<file path="config.mk">
export PLATFORM = sky130hd
export DESIGN_NAME = can_bit_tx
export DESIGN_NICKNAME = d
export VERILOG_FILES = /design/src/rtl/can_bit_tx.sv
export SDC_FILE = /design/constraint.sdc
export NUM_CORES = 1
export LEC_CHECK = 0
export ABC_AREA = 1
export BUFFER_PORTS_ARGS = -buffer_cell sky130_fd_sc_hd__buf_2
export CORE_MARGIN = 2
export CORE_UTILIZATION = 50
export DETAILED_ROUTE_END_ITERATION = 8
export PLACE_DENSITY = 0.83
export RECOVER_POWER = 100
export SYNTH_ARGS = -nofsm -noshare
export SYNTH_HDL_FRONTEND = slang
export SYNTH_SLANG_ARGS = --single-unit
</file>
<file path="constraint.sdc">
create_clock -name clk -period 1.87 [get_ports clk]
set_input_delay 0.374 -clock clk [delete_from_list [all_inputs] [get_ports clk]]
set_output_delay 0.374 -clock clk [all_outputs]
set_load 0.05 [all_outputs]
</file>
<file path="src/rtl/can_bit_tx.sv">
// rtl/can_bit_tx.sv - CAN transmit bit engine: hold register, bit stuffing, readback checking.
// Optional CAN_TX_LOOPBACK_EN adds a loopback input that keeps tx recessive and compares internally.
module can_bit_tx #(
  parameter int unsigned STUFF_LEN = 5
) (
  input  logic clk,
  input  logic rst_n,
  input  logic tx_point,
  input  logic sample_point,
  input  logic sampled_bit,
  input  logic go_error_frame,
`ifdef CAN_TX_LOOPBACK_EN
  input  logic loopback,
`endif
  input  logic bit_valid,
  input  logic bit_data,
  input  logic bit_stuff_en,
  input  logic bit_arb,
  input  logic bit_last,
  output logic bit_ready,
  output logic tx,
  output logic tx_next,
  output logic transmitting,
  output logic tx_done,
  output logic arb_lost,
  output logic bit_err,
  output logic underrun_err
);

  typedef enum logic [1:0] {IDLE, SAMPLE, DRIVE} state_t;

  state_t     state, state_n;
  logic       hold_valid, hold_data, hold_stuff, hold_arb, hold_last;
  logic       hold_valid_n, hold_data_n, hold_stuff_n, hold_arb_n, hold_last_n;
  logic       cur_bit, cur_arb, cur_last;
  logic       cur_bit_n, cur_arb_n, cur_last_n;
  logic [2:0] run, run_n;
  logic       last_bit, last_bit_n;
  logic       stuff_pend, stuff_pend_n;
  logic       tx_n, done_n, arb_n, berr_n, under_n;
  logic       do_drive, go_idle, cmp_bit;

  assign bit_ready    = ~hold_valid;
  assign transmitting = (state != IDLE);
  assign tx_next      = stuff_pend ? ~last_bit : (hold_valid ? hold_data : 1'b1);

  always_comb begin
    state_n      = state;
    tx_n         = tx;
    hold_valid_n = hold_valid;
    hold_data_n  = hold_data;
    hold_stuff_n = hold_stuff;
    hold_arb_n   = hold_arb;
    hold_last_n  = hold_last;
    cur_bit_n    = cur_bit;
    cur_arb_n    = cur_arb;
    cur_last_n   = cur_last;
    run_n        = run;
    last_bit_n   = last_bit;
    stuff_pend_n = stuff_pend;
    done_n       = 1'b0;
    arb_n        = 1'b0;
    berr_n       = 1'b0;
    under_n      = 1'b0;
    do_drive     = 1'b0;
    go_idle      = 1'b0;
    cmp_bit      = sampled_bit;
`ifdef CAN_TX_LOOPBACK_EN
    if (loopback) cmp_bit = cur_bit;
`endif

    case (state)
      IDLE: begin
        tx_n = 1'b1;
        if (tx_point && hold_valid) begin
          do_drive = 1'b1;
          state_n  = SAMPLE;
        end
      end
      SAMPLE: begin
        if (sample_point) begin
          if (cmp_bit == cur_bit) begin
            if (cur_last && !stuff_pend) begin
              done_n  = 1'b1;
              go_idle = 1'b1;
            end else begin
              state_n = DRIVE;
            end
          end else if (cur_bit && cur_arb) begin
            arb_n   = 1'b1;
            go_idle = 1'b1;
          end else begin
            berr_n  = 1'b1;
            go_idle = 1'b1;
          end
        end
      end
      DRIVE: begin
        if (tx_point) begin
          if (stuff_pend || hold_valid) begin
            do_drive = 1'b1;
            state_n  = SAMPLE;
          end else begin
            under_n = 1'b1;
            go_idle = 1'b1;
          end
        end
      end
      default: go_idle = 1'b1;
    endcase

    // A stuff bit keeps cur_last so a stuff bit owed after the last bit still ends in tx_done.
    if (do_drive) begin
      if (stuff_pend) begin
        cur_bit_n    = ~last_bit;
        cur_arb_n    = 1'b0;
        tx_n         = ~last_bit;
        run_n        = 3'd1;
        last_bit_n   = ~last_bit;
        stuff_pend_n = 1'b0;
      end else begin
        cur_bit_n    = hold_data;
        cur_arb_n    = hold_arb;
        cur_last_n   = hold_last;
        tx_n         = hold_data;
        hold_valid_n = 1'b0;
        if (hold_stuff) begin
          run_n        = (hold_data == last_bit && run != 3'd0) ? run + 3'd1 : 3'd1;
          last_bit_n   = hold_data;
          stuff_pend_n = (run_n == 3'(STUFF_LEN));
        end else begin
          run_n = 3'd0;
        end
      end
    end

    if (bit_valid && !hold_valid) begin
      hold_valid_n = 1'b1;
      hold_data_n  = bit_data;
      hold_stuff_n = bit_stuff_en;
      hold_arb_n   = bit_arb;
      hold_last_n  = bit_last;
    end

    if (go_idle) begin
      state_n      = IDLE;
      tx_n         = 1'b1;
      run_n        = 3'd0;
      stuff_pend_n = 1'b0;
      last_bit_n   = 1'b1;
    end

    if (go_error_frame) begin
      state_n      = IDLE;
      tx_n         = 1'b1;
      hold_valid_n = 1'b0;
      run_n        = 3'd0;
      stuff_pend_n = 1'b0;
      last_bit_n   = 1'b1;
      done_n       = 1'b0;
      arb_n        = 1'b0;
      berr_n       = 1'b0;
      under_n      = 1'b0;
    end

`ifdef CAN_TX_LOOPBACK_EN
    if (loopback) tx_n = 1'b1;
`endif
  end

  always_ff @(posedge clk or negedge rst_n) begin
    if (!rst_n) begin
      state        <= IDLE;
      tx           <= 1'b1;
      hold_valid   <= 1'b0;
      hold_data    <= 1'b1;
      hold_stuff   <= 1'b0;
      hold_arb     <= 1'b0;
      hold_last    <= 1'b0;
      cur_bit      <= 1'b1;
      cur_arb      <= 1'b0;
      cur_last     <= 1'b0;
      run          <= 3'd0;
      last_bit     <= 1'b1;
      stuff_pend   <= 1'b0;
      tx_done      <= 1'b0;
      arb_lost     <= 1'b0;
      bit_err      <= 1'b0;
      underrun_err <= 1'b0;
    end else begin
      state        <= state_n;
      tx           <= tx_n;
      hold_valid   <= hold_valid_n;
      hold_data    <= hold_data_n;
      hold_stuff   <= hold_stuff_n;
      hold_arb     <= hold_arb_n;
      hold_last    <= hold_last_n;
      cur_bit      <= cur_bit_n;
      cur_arb      <= cur_arb_n;
      cur_last     <= cur_last_n;
      run          <= run_n;
      last_bit     <= last_bit_n;
      stuff_pend   <= stuff_pend_n;
      tx_done      <= done_n;
      arb_lost     <= arb_n;
      bit_err      <= berr_n;
      underrun_err <= under_n;
    end
  end

endmodule
</file>
# [Word level (Yosys, flattened, before mapping)]
# Index checks and enable logic that the tools add are counted.
[totals] reg_bits=20 input_bits=11 elab_cells=116
[classes] n_addsub=1 n_eq_ne=12 mux=63 n_bitwise=3 n_reduce_logical=20
[ops] operator="$mux W1" count=46
[ops] operator="$ne A4 B4 Y1 const B" count=6
[ops] operator="$mux W3" count=6
[ops] operator="$mux W2" count=8
[ops] operator="$reduce_bool A3 Y1" count=3
[ops] operator="$reduce_bool A4 Y1" count=2
[ops] operator="$reduce_and A7 Y1" count=1
[ops] operator="$pmux W2 S3" count=1
[ops] operator="$reduce_and A2 Y1" count=3
[ops] operator="$logic_and A1 B1 Y1" count=5
[ops] operator="$reduce_bool A5 Y1" count=1
[ops] operator="$add A3 B1 Y3 const B" count=1
[ops] operator="$eq A3 B3 Y1 const B" count=1
[ops] operator="$ne A3 B2 Y1 const B" count=1
[ops] operator="$not A1 Y1" count=3
[ops] operator="$pmux W1 S3" count=1
[ops] operator="$eq A1 B1 Y1" count=2
[ops] operator="$eq A2 B1 Y1 const B" count=1
[ops] operator="$eq A2 B2 Y1 const B" count=1
[ops] operator="$logic_not A1 Y1" count=2
[ops] operator="$logic_not A2 Y1" count=1
[ops] operator="$pmux W1 S2" count=1
[ops] operator="$reduce_bool A2 Y1" count=1
[ops] operator="$logic_or A1 B1 Y1" count=1

# [Longest topological paths before layout]
# Gate-level depths: netlist of run 1.
[logic_depth] depth_word=9 ltp_mapped=10 ltp_nobuf=10

# [Worst setup path after synthesis of run 1]
# Ideal clock, no wire load.
[synth_path] path_kind="reg-to-output" from="register hold_valid" to="output tx_next" arrival_ns=1.228 path_slack_ns=0.268 stages_incl_launch_ff=4 path_cell_list="dfrtp_1 inv_1 nand2_1 nand2_1"
[synth_via] elab_chain_cells=2
[synth_rtl] item="start, declared" line="33" rtl="logic hold_valid, hold_data, hold_stuff, hold_arb, hold_last;"
[synth_rtl] item="start signal, assigned" line="193" rtl="hold_valid <= hold_valid_n;"
[synth_rtl] item="$mux W1 (2 in series)" line="45" rtl="assign tx_next = stuff_pend ? ~last_bit : (hold_valid ? hold_data : 1'b1);"
[synth_rtl] item="end, declared" line="22" rtl="output logic tx_next,"
# No other way between the ends.

# [Worst setup path in the final report of run 1]
[layout_path] from="register last_bit" to="output tx_next"
[layout_via] elab_chain_cells=2
[layout_rtl] item="start, declared" line="38" rtl="logic last_bit, last_bit_n;"
[layout_rtl] item="start signal, assigned" line="202" rtl="last_bit <= last_bit_n;"
[layout_rtl] item="$not A1 Y1" line="45"
[layout_rtl] item="$mux W1" line="45"
# No other way between the ends.

==> results of run 1 <==
layout by cell type, fill, tap and decap left out, drive strengths merged, types with 8 or more instances in the layout:
| cell type | n |
|---|---|
| nor2 | 19 |
| o21ai | 9 |
| nand2 | 40 |
| clkbuf | 12 |
| dfrtp | 16 |
| inv | 21 |
| buf | 9 |
| a21oi | 10 |
| nand3 | 8 |
metrics by stage:
| stage | hold slack, ns | area, um^2 |
|---|---|---|
| finish | 0.208 | 1230 |
| floorplan | 0.0784 | 1070 |
| CTS | 0.00450 | 1250 |
| global route | 0.260 | 1230 |
| detailed placement | 0.346 | 1200 |
| global placement | 0.341 | 1200 |
metal layers:
| layer | vias to the layer above | GRT usage |
|---|---|---|
| met5 | - | 0 |
| met4 | 0 | 0.117 |
| met3 | 6 | 0.0357 |
| met2 | 34 | 0.318 |
| met1 | 469 | 0.266 |
| li1 | 496 | - |
power groups by stage:
stage               clock network (W)  logic (W)  registers [W]
CTS                          0.000359   0.000321       0.000549
finish                       0.000363   0.000313       0.000547
detailed placement                  0   0.000319       0.000558
floorplan                           0   0.000232       0.000554
global route                 0.000380   0.000356       0.000554
global placement                    0   0.000309       0.000556
kinds of logic (layout without fill, tap and decap cells):
| logic type | Yosys count | count (layout) | share of synthesized area |
|---|---|---|---|
| and+or+nand+nor | 74 | 74 | 0.298 |
| AOI/OAI and AO/OA | 21 | 21 | 0.105 |
| buffers and inverters | 21 | 43 | 0.0735 |
| DFF | 20 | 20 | 0.471 |
| adders and majority gates | 2 | 2 | 0.0233 |
| muxes | 2 | 2 | 0.0210 |
| xor gates and xnor gates | 1 | 1 | 0.00817 |
sequential cells by signal, summed over array words and instances, names as in the netlist:
signal,count
bit_err,1
tx_done,1
arb_lost,1
cur_last,1
underrun_err,1
state,2
stuff_pend,1
tx,1
hold_stuff,1
cur_bit,1
hold_arb,1
last_bit,1
cur_arb,1
hold_valid,1
hold_last,1
run,3
hold_data,1
layout make-up:
class / count / area (um^2)
repair buffers: 18 / 82.6
inverters: 21 / 78.8
clock inverters: 1 / 30.0
flip-flops and latches: 20 / 505
clock buffers: 3 / 22.5
fillers: 183 / 772
multi-input cells: 100 / 477
well taps: 27 / 33.8
worst min-delay path by stage:
stage / startpoint / end / slack (ns) / depth (start not counted)
2_1_floorplan: rst_n / arb_lost / 0.08 / 0
3_3_place_gp: rst_n / state[1] / 0.34 / 1
3_5_place_dp: rst_n / state[1] / 0.35 / 1
4_1_cts: rst_n / state[1] / 0.005 / 1
5_1_grt: go_error_frame / hold_valid / 0.26 / 2
6_report: rst_n / state[1] / 0.21 / 1
timing repair:
item / in CTS / in global routing
buffers inserted: 0 / 0
gates resized for setup: 0 / 1
endpoints found under the setup margin: 0 / 1
hold buffers: 0 / 0
endpoints found under the hold margin: 0 / 0
==> impl_metrics.tcl, run 1 <==
set metrics [dict create \
    synth_edf_count 0 \
    cellPowerDensity_nw_per_um2 994 \
    reg2reg_from "run[0]" \
    place_congestion 0.916 \
    power_leakage_nw 0.651 \
    synth_nets 154 \
    grt_pass1_wl_mm 3.92 \
    antenna_found_initial 0 \
    cp_max_fo 4 \
    clock_sinks 20 \
    syn-instance-count 141 \
    power_switching_w 0.000415 \
    timing.rr.end "run[2]" \
    setup_viol 0 \
    critPathMaxStageDelay_ns 0.56 \
    port_buffers 18 \
    root_buffer "clkbuf_4" \
    slowest_stage "dfstp_2" \
    fmax_mhz 561 \
    fin_ws_ns 0.0863 \
    wl_met1_mm 1.03 \
    status "completed" \
    clk_pin_slew_ns 0.12 \
    ys.flop_type "dfrtp_1" \
    grt_overflow 0 \
    place_ws_ns 0.287 \
    syn_area_um2 1070 \
    drt-initial-drc-count 33 \
    skew_ns 0.00657 \
    path_cells "nor2_1 -> a21oi_2 -> nand2_1 -> clkbuf_2" \
    reg2reg_depth 9 \
    slew-limit-headroom 0.297 \
    rsz0062_at_grt "no" \
    arrival_ns 1.41 \
    antenna_left 0 \
    endpoint "tx_next" \
    diodes 0 \
    synth_top_area_frac 0.373 \
    setup-tns-final_ns 0 \
    dr.pass1.iters 4 \
    grt_pass1_vias 917 \
    start_util 0.536 \
    yosysWarnings 0 \
    synth_top_area_cell "dfrtp_1" \
    ys_async_sr_fraction 1.00 \
    switching_share 0.339 \
    startpoint_type "flop" \
    dr_total_vias 1005 \
    core_area_um2 2000 \
    dp.cells 186 \
    p_clk_frac 0.296 \
    avgSynthCellArea_um2 7.60 \
    synthTopCellsByArea "dfrtp_1, nand2_1, dfstp_2, inv_1, nor2_1" \
    end_kind "output port" \
    p_int_w 0.000808 \
    num_rows 16 \
    synth_cell_types 22 \
    clk_path_buf_depth 2 \
    cts_buffers 3 \
    cts_tree "done" \
    p_comb_frac 0.256 \
    final_max_slew_viol_count 0 \
    max-vdd-ir-drop_uv 817 \
    critPathBufInv 1 \
    htree_num_levels 1 \
    routedWlPerCell_um 12.1 \
    seqPwrFrac 0.447 \
    dp_hpwl_mm 1.77 \
    clkLatencyLatePin_ns 0.31 \
    layout-drive-gt1-share 0.147 \
    cp_data_required_time_ns 1.50 \
    die_w_um 50.3 \
    post-route-drc-count 0 \
    critical_path_class "reg2out" \
    period_share 0.954 \
    die_h_um 50.3 \
    viasPerCell 5.29 \
    period_minus_slack_ns 1.78 \
    fin_cells 190 \
    top_layer_used "met4" \
    cp-startpoint "last_bit" \
    area_delta_synth_final_pct 14.7 \
    io_pins 19 \
    synthTopCellsByCount "nand2_1, inv_1, nor2_1, dfrtp_1, a21oi_1" \
    grt_max_degree 21 \
    ys_ff_latch 20 \
    grt_use_total 0.204 \
    cp.depth 4 \
    r2r_slack_ns 0.23 \
    fin_util 0.614 \
    cpLargestDelayFamily "flip-flops" \
    totalWireLength_mm 2.29 \
    hold_class "in2async" \
    cap_violations 0 \
    synth-seq-area-share 0.471 \
    worstMarginPinSlew_ns 1.05 \
    met2RoutedLength_mm 1.07 \
    die-area_um2 2530 \
    final_hold_viol_count 0 \
    layout.nets 177 \
    synth_most_common_cell "nand2_1" \
    total_power_w 0.00122 \
    dr_wl_met3_um 132 \
]
No activity file was read; power rests on OpenSTA's default activity.
==> run 2, diff against run 1 <==
--- a/config.mk
+++ b/config.mk
@@ -6,11 +6,11 @@
 export NUM_CORES = 1
 export LEC_CHECK = 0
 export ABC_AREA = 1
-export BUFFER_PORTS_ARGS = -buffer_cell sky130_fd_sc_hd__buf_2
 export CORE_MARGIN = 2
-export CORE_UTILIZATION = 50
+export CORE_UTILIZATION = 30
 export DETAILED_ROUTE_END_ITERATION = 8
-export PLACE_DENSITY = 0.83
+export DONT_BUFFER_PORTS = 1
+export PLACE_DENSITY = 0.45
 export RECOVER_POWER = 100
 export SYNTH_ARGS = -nofsm -noshare
 export SYNTH_HDL_FRONTEND = slang
==> impl_metrics.tcl, run 2 (synthesized netlist as in run 1, its figures left out) <==
set metrics [dict create \
    root_buffer "clkbuf_4" \
    post-route-drc-count 0 \
    dr_total_vias 892 \
    fin_ws_ns 0.104 \
    setup-tns-final_ns 0 \
    layout_common_cells "nand2_1, inv_1, nor2_1" \
    period_minus_slack_ns 1.77 \
    clock_sinks 20 \
    cp_max_fo 4 \
    largest_register "run" \
    worstMarginPinSlew_ns 0.970 \
    dr.pass1.iters 4 \
    rsz0062_at_grt "no" \
    num_rows 21 \
    arrival_ns 1.39 \
    end_kind "output port" \
    top_regs "run (3), state (2)" \
    io_pins 19 \
    antenna_found_initial 0 \
    cellPowerDensity_nw_per_um2 1000 \
    place_congestion 0.813 \
    grt_overflow 0 \
    critical_path_class "reg2out" \
    startpoint_type "flop" \
    p_clk_frac 0.296 \
    final_max_slew_viol_count 0 \
    grt_pass1_vias 849 \
    final_common_cell "nand2_1" \
    diodes 0 \
    start_util 0.316 \
    clk_pin_slew_ns 0.12 \
    port_buffers 0 \
    hold_class "in2reg" \
    place_ws_ns 0.339 \
    grt_max_degree 21 \
    slew-limit-headroom 0.351 \
    antenna_left 0 \
    switching_share 0.336 \
    die-area_um2 4070 \
    clk_path_buf_depth 2 \
    area_delta_synth_final_pct 12.3 \
    cpLargestDelayFamily "flip-flops" \
    setup_viol 0 \
    cts_buffers 3 \
    seqPwrFrac 0.467 \
    power_leakage_nw 0.614 \
    max-vdd-ir-drop_uv 647 \
    die_h_um 63.8 \
    viasPerCell 4.57 \
    fmax_mhz 566 \
    layout.nets 163 \
    drt-initial-drc-count 21 \
    path_cells "nor2_1 -> a21oi_2 -> nand2_1 -> clkbuf_4" \
    cp_data_required_time_ns 1.50 \
    critPathMaxStageDelay_ns 0.56 \
    totalWireLength_mm 2.35 \
    p_comb_frac 0.237 \
    layout-drive-gt1-share 0.107 \
    power_switching_w 0.000405 \
    htree_num_levels 1 \
    total_power_w 0.00121 \
    fin_util 0.355 \
    grt_pass1_wl_mm 4.00 \
    largest_register_ff_count 3 \
    period_share 0.945 \
    cts_tree "done" \
    grt_use_total 0.126 \
    p_int_w 0.000801 \
    clkLatencyLatePin_ns 0.30 \
    status "completed" \
    cap_violations 0 \
    skew_ns 0.000680 \
    die_w_um 63.8 \
    slowest_stage "dfstp_2" \
    dp_hpwl_mm 1.80 \
    core_area_um2 3390 \
    final_hold_viol_count 0 \
    critPathBufInv 1 \
    routedWlPerCell_um 12.1 \
]
[run 2: changes by cell type in the layout (fill, tap and decap cells not counted)]
cell	previous run	this run
clkbuf_1	6	0
o21ai_0	7	8
clkbuf_2	3	1
o21ai_1	2	1
buf_2	9	0
nand2_1	40	39
nand2_2	0	1
dlygate4sd3_1	0	1
clkbuf_4	3	5
[run 2: cell type report]
type	instances	area (um^2)
multi-input cells	100	479
repair buffers	4	30.0
flip-flops and latches	20	505
inverters	21	78.8
clock buffers	3	22.5
clock inverters	1	30.0
well taps	46	57.6
fillers	374	2190
[run 2: worst paths after layout]
path | depth (start not counted) | from | slack [ns] | to
min in group asynchronous | 1 | rst_n | 0.66 | underrun_err
setup / recovery | 4 | last_bit | 0.10 | tx_next
max in group asynchronous | 1 | rst_n | 0.63 | stuff_pend
hold / removal | 1 | go_error_frame | 0.11 | hold_valid
hold reg to reg | 1 | cur_arb | 0.46 | bit_err
setup reg to reg | 6 | state[1] | 0.31 | run[0]
[run 2: worst register-to-register path, delay by kind of cell, from the launching register on]
kind | cells | cell delay (ns)
AOI/OAI and AO/OA | 1 | 0.15
and+or+nand+nor | 5 | 0.84
DFF | 1 | 0.47
[run 2: layer usage]
layer  vias up  part of all wire  global-route usage
li1        468                 -                   -
met1       407              0.53               0.172
met2        15              0.43               0.197
met3         2             0.037              0.0387
met4         0            0.0089              0.0245
met5         -                 0                   0
[run 2: power by group through the flow]
stage          clock [W]  sequential, W  combinational (W)
3_5_place_dp           0       0.000573           0.000289
2_1_floorplan          0       0.000554           0.000232
4_1_cts         0.000369       0.000565           0.000302
5_1_grt         0.000391       0.000573           0.000327
3_3_place_gp           0       0.000570           0.000292
6_report        0.000357       0.000564           0.000286
[run 2: repair_timing]
| action | CTS | global route |
|---|---|---|
| endpoints found under the setup margin | 1 | 1 |
| buffers inserted | 0 | 1 |
| hold buffers | 1 | 0 |
| hold endpoints to repair | 20 | 0 |
| resized for setup | 1 | 0 |
[run 2: stage by stage]
stage	area (um^2)	hold WS [ns]	cells
6_report	1200	0.113	195
3_3_place_gp	1160	0.0790	189
5_1_grt	1200	0.0799	195
4_1_cts	1220	0.0992	194
3_5_place_dp	1160	0.0790	189
2_1_floorplan	1070	0.0784	141
==> run 3, diff against run 2 <==
--- a/config.mk
+++ b/config.mk
@@ -12,6 +12,7 @@
 export DONT_BUFFER_PORTS = 1
 export PLACE_DENSITY = 0.45
 export RECOVER_POWER = 100
+export SETUP_SLACK_MARGIN = 0.3
 export SYNTH_ARGS = -nofsm -noshare
 export SYNTH_HDL_FRONTEND = slang
 export SYNTH_SLANG_ARGS = --single-unit
==> impl_metrics.tcl, run 3 (synthesized netlist as in run 1, its figures left out) <==
set metrics [dict create \
    layout-drive-gt1-share 0.162 \
    cts_buffers 3 \
    dp.cells 188 \
    layout_common_cells "nand2_1, inv_1, nor2_1" \
    largest_register_ff_count 3 \
    p_clk_frac 0.206 \
    die_h_um 63.8 \
    period_minus_slack_ns 1.62 \
    switching_share 0.377 \
    fin_cells 200 \
    final_hold_viol_count 0 \
    fin_ws_ns 0.254 \
    largest_register "run" \
    period_share 0.864 \
    critical_path_class "reg2out" \
    dr.pass1.iters 4 \
    fin_util 0.363 \
    rsz0062_at_grt "yes" \
    clk_path_buf_depth 2 \
    diodes 0 \
    grt_pass1_wl_mm 4.08 \
    port_buffers 0 \
    dp_hpwl_mm 1.83 \
    grt_overflow 0 \
    end_kind "output port" \
    routedWlPerCell_um 12.3 \
    max-vdd-ir-drop_uv 404 \
    root_buffer "clkbuf_4" \
    htree_num_levels 1 \
    clock_sinks 20 \
    power_leakage_nw 0.628 \
    cellPowerDensity_nw_per_um2 892 \
    total_power_w 0.00110 \
    p_comb_frac 0.283 \
    place_congestion 0.852 \
    whs_endpoint "underrun_err" \
    status "completed" \
    hold_class "in2reg" \
    worstHoldStart "go_error_frame" \
    seqPwrFrac 0.512 \
    reg2reg_from "hold_valid" \
    cp_data_required_time_ns 1.50 \
    slew-limit-headroom 0.379 \
    antenna_left 0 \
    final_max_slew_viol_count 0 \
    p_int_w 0.000684 \
    grt_use_total 0.128 \
    nFillCells 394 \
    place_ws_ns 0.377 \
    antenna_found_initial 0 \
    cp_max_fo 2 \
    core_area_um2 3390 \
    worstHoldPathCells 1 \
    skew_ns 0.0124 \
    cts_tree "done" \
    fmax_mhz 619 \
    cap_violations 0 \
    post-route-drc-count 0 \
    grt_pass1_vias 921 \
    grt_max_degree 21 \
    clk_pin_slew_ns 0.12 \
    timing.rr.end "run[2]" \
    io_pins 19 \
    arrival_ns 1.24 \
    worstMarginPinSlew_ns 0.929 \
    num_rows 21 \
    area_delta_synth_final_pct 14.8 \
    top_regs "run (3), state (2)" \
    viasPerCell 4.58 \
    die-area_um2 4070 \
    totalWireLength_mm 2.45 \
    setup-tns-final_ns 0 \
    dr_total_vias 916 \
    die_w_um 63.8 \
    setup_viol 0 \
    startpoint_type "flop" \
    start_util 0.316 \
    drt-initial-drc-count 33 \
    reg2reg_depth 8 \
    final_common_cell "nand2_1" \
    layout.nets 168 \
    power_switching_w 0.000414 \
    r2r_slack_ns 0.32 \
    clkLatencyLatePin_ns 0.32 \
]
[run 3: how the worst max path moves through the flow]
| stage | from | end | cells after the start |
|---|---|---|---|
| 2_1_floorplan | hold_valid | stuff_pend | 8 |
| 3_3_place_gp | run[0] | stuff_pend | 9 |
| 3_5_place_dp | run[0] | stuff_pend | 9 |
| 4_1_cts | last_bit | tx_next | 3 |
| 5_1_grt | hold_valid | run[2] | 8 |
| 6_report | last_bit | tx_next | 3 |
[run 3: power by group through the flow]
| stage | sequential (W) | clock (W) | combinational, W |
|---|---|---|---|
| floorplan | 0.000554 | 0 | 0.000234 |
| global placement | 0.000571 | 0 | 0.000285 |
| detailed placement | 0.000571 | 0 | 0.000282 |
| CTS | 0.000563 | 0.000241 | 0.000308 |
| global route | 0.000574 | 0.000259 | 0.000352 |
| finish | 0.000562 | 0.000226 | 0.000310 |
[run 3: critical path, cell delays in order, from the launching register on]
cell,delay (ns)
dfstp_2,0.56
nor2_2,0.04
a21oi_2,0.17
nand2_4,0.15
[run 3: timing repair]
item                       4_1_cts  5_1_grt
setup endpoints to repair        2        8
hold buffers                     1        0
gates resized for setup          5        6
hold endpoints to repair        20        0
pin swaps                        2        1
setup buffers                    3        4
[run 3: area by class of cell]
type                            count  area, um^2  share of cell area
Inverter                           21        78.8              0.0640
Timing Repair Buffer                9        63.8              0.0518
Multi-Input combinational cell    100         498               0.404
Clock buffer                        4        26.3              0.0213
Tap cell                           46        57.6              0.0467
Sequential cell                    20         507               0.412
[run 3: per-layer routing]
layer / GRT usage / vias to the layer above / wire length, um
met5: 0 / - / 0
met1: 0.153 / 421 / 1190
met2: 0.221 / 17 / 1120
met4: 0.0245 / 0 / 11
met3: 0.0458 / 2 / 129
li1: - / 476 / -
[run 3: metrics by stage]
step | area, um^2 | hold WS [ns]
global route | 1230 | 0.0783
floorplan | 1070 | 0.0784
detailed placement | 1140 | 0.0791
finish | 1230 | 0.0986
global placement | 1140 | 0.0790
CTS | 1210 | 0.0926
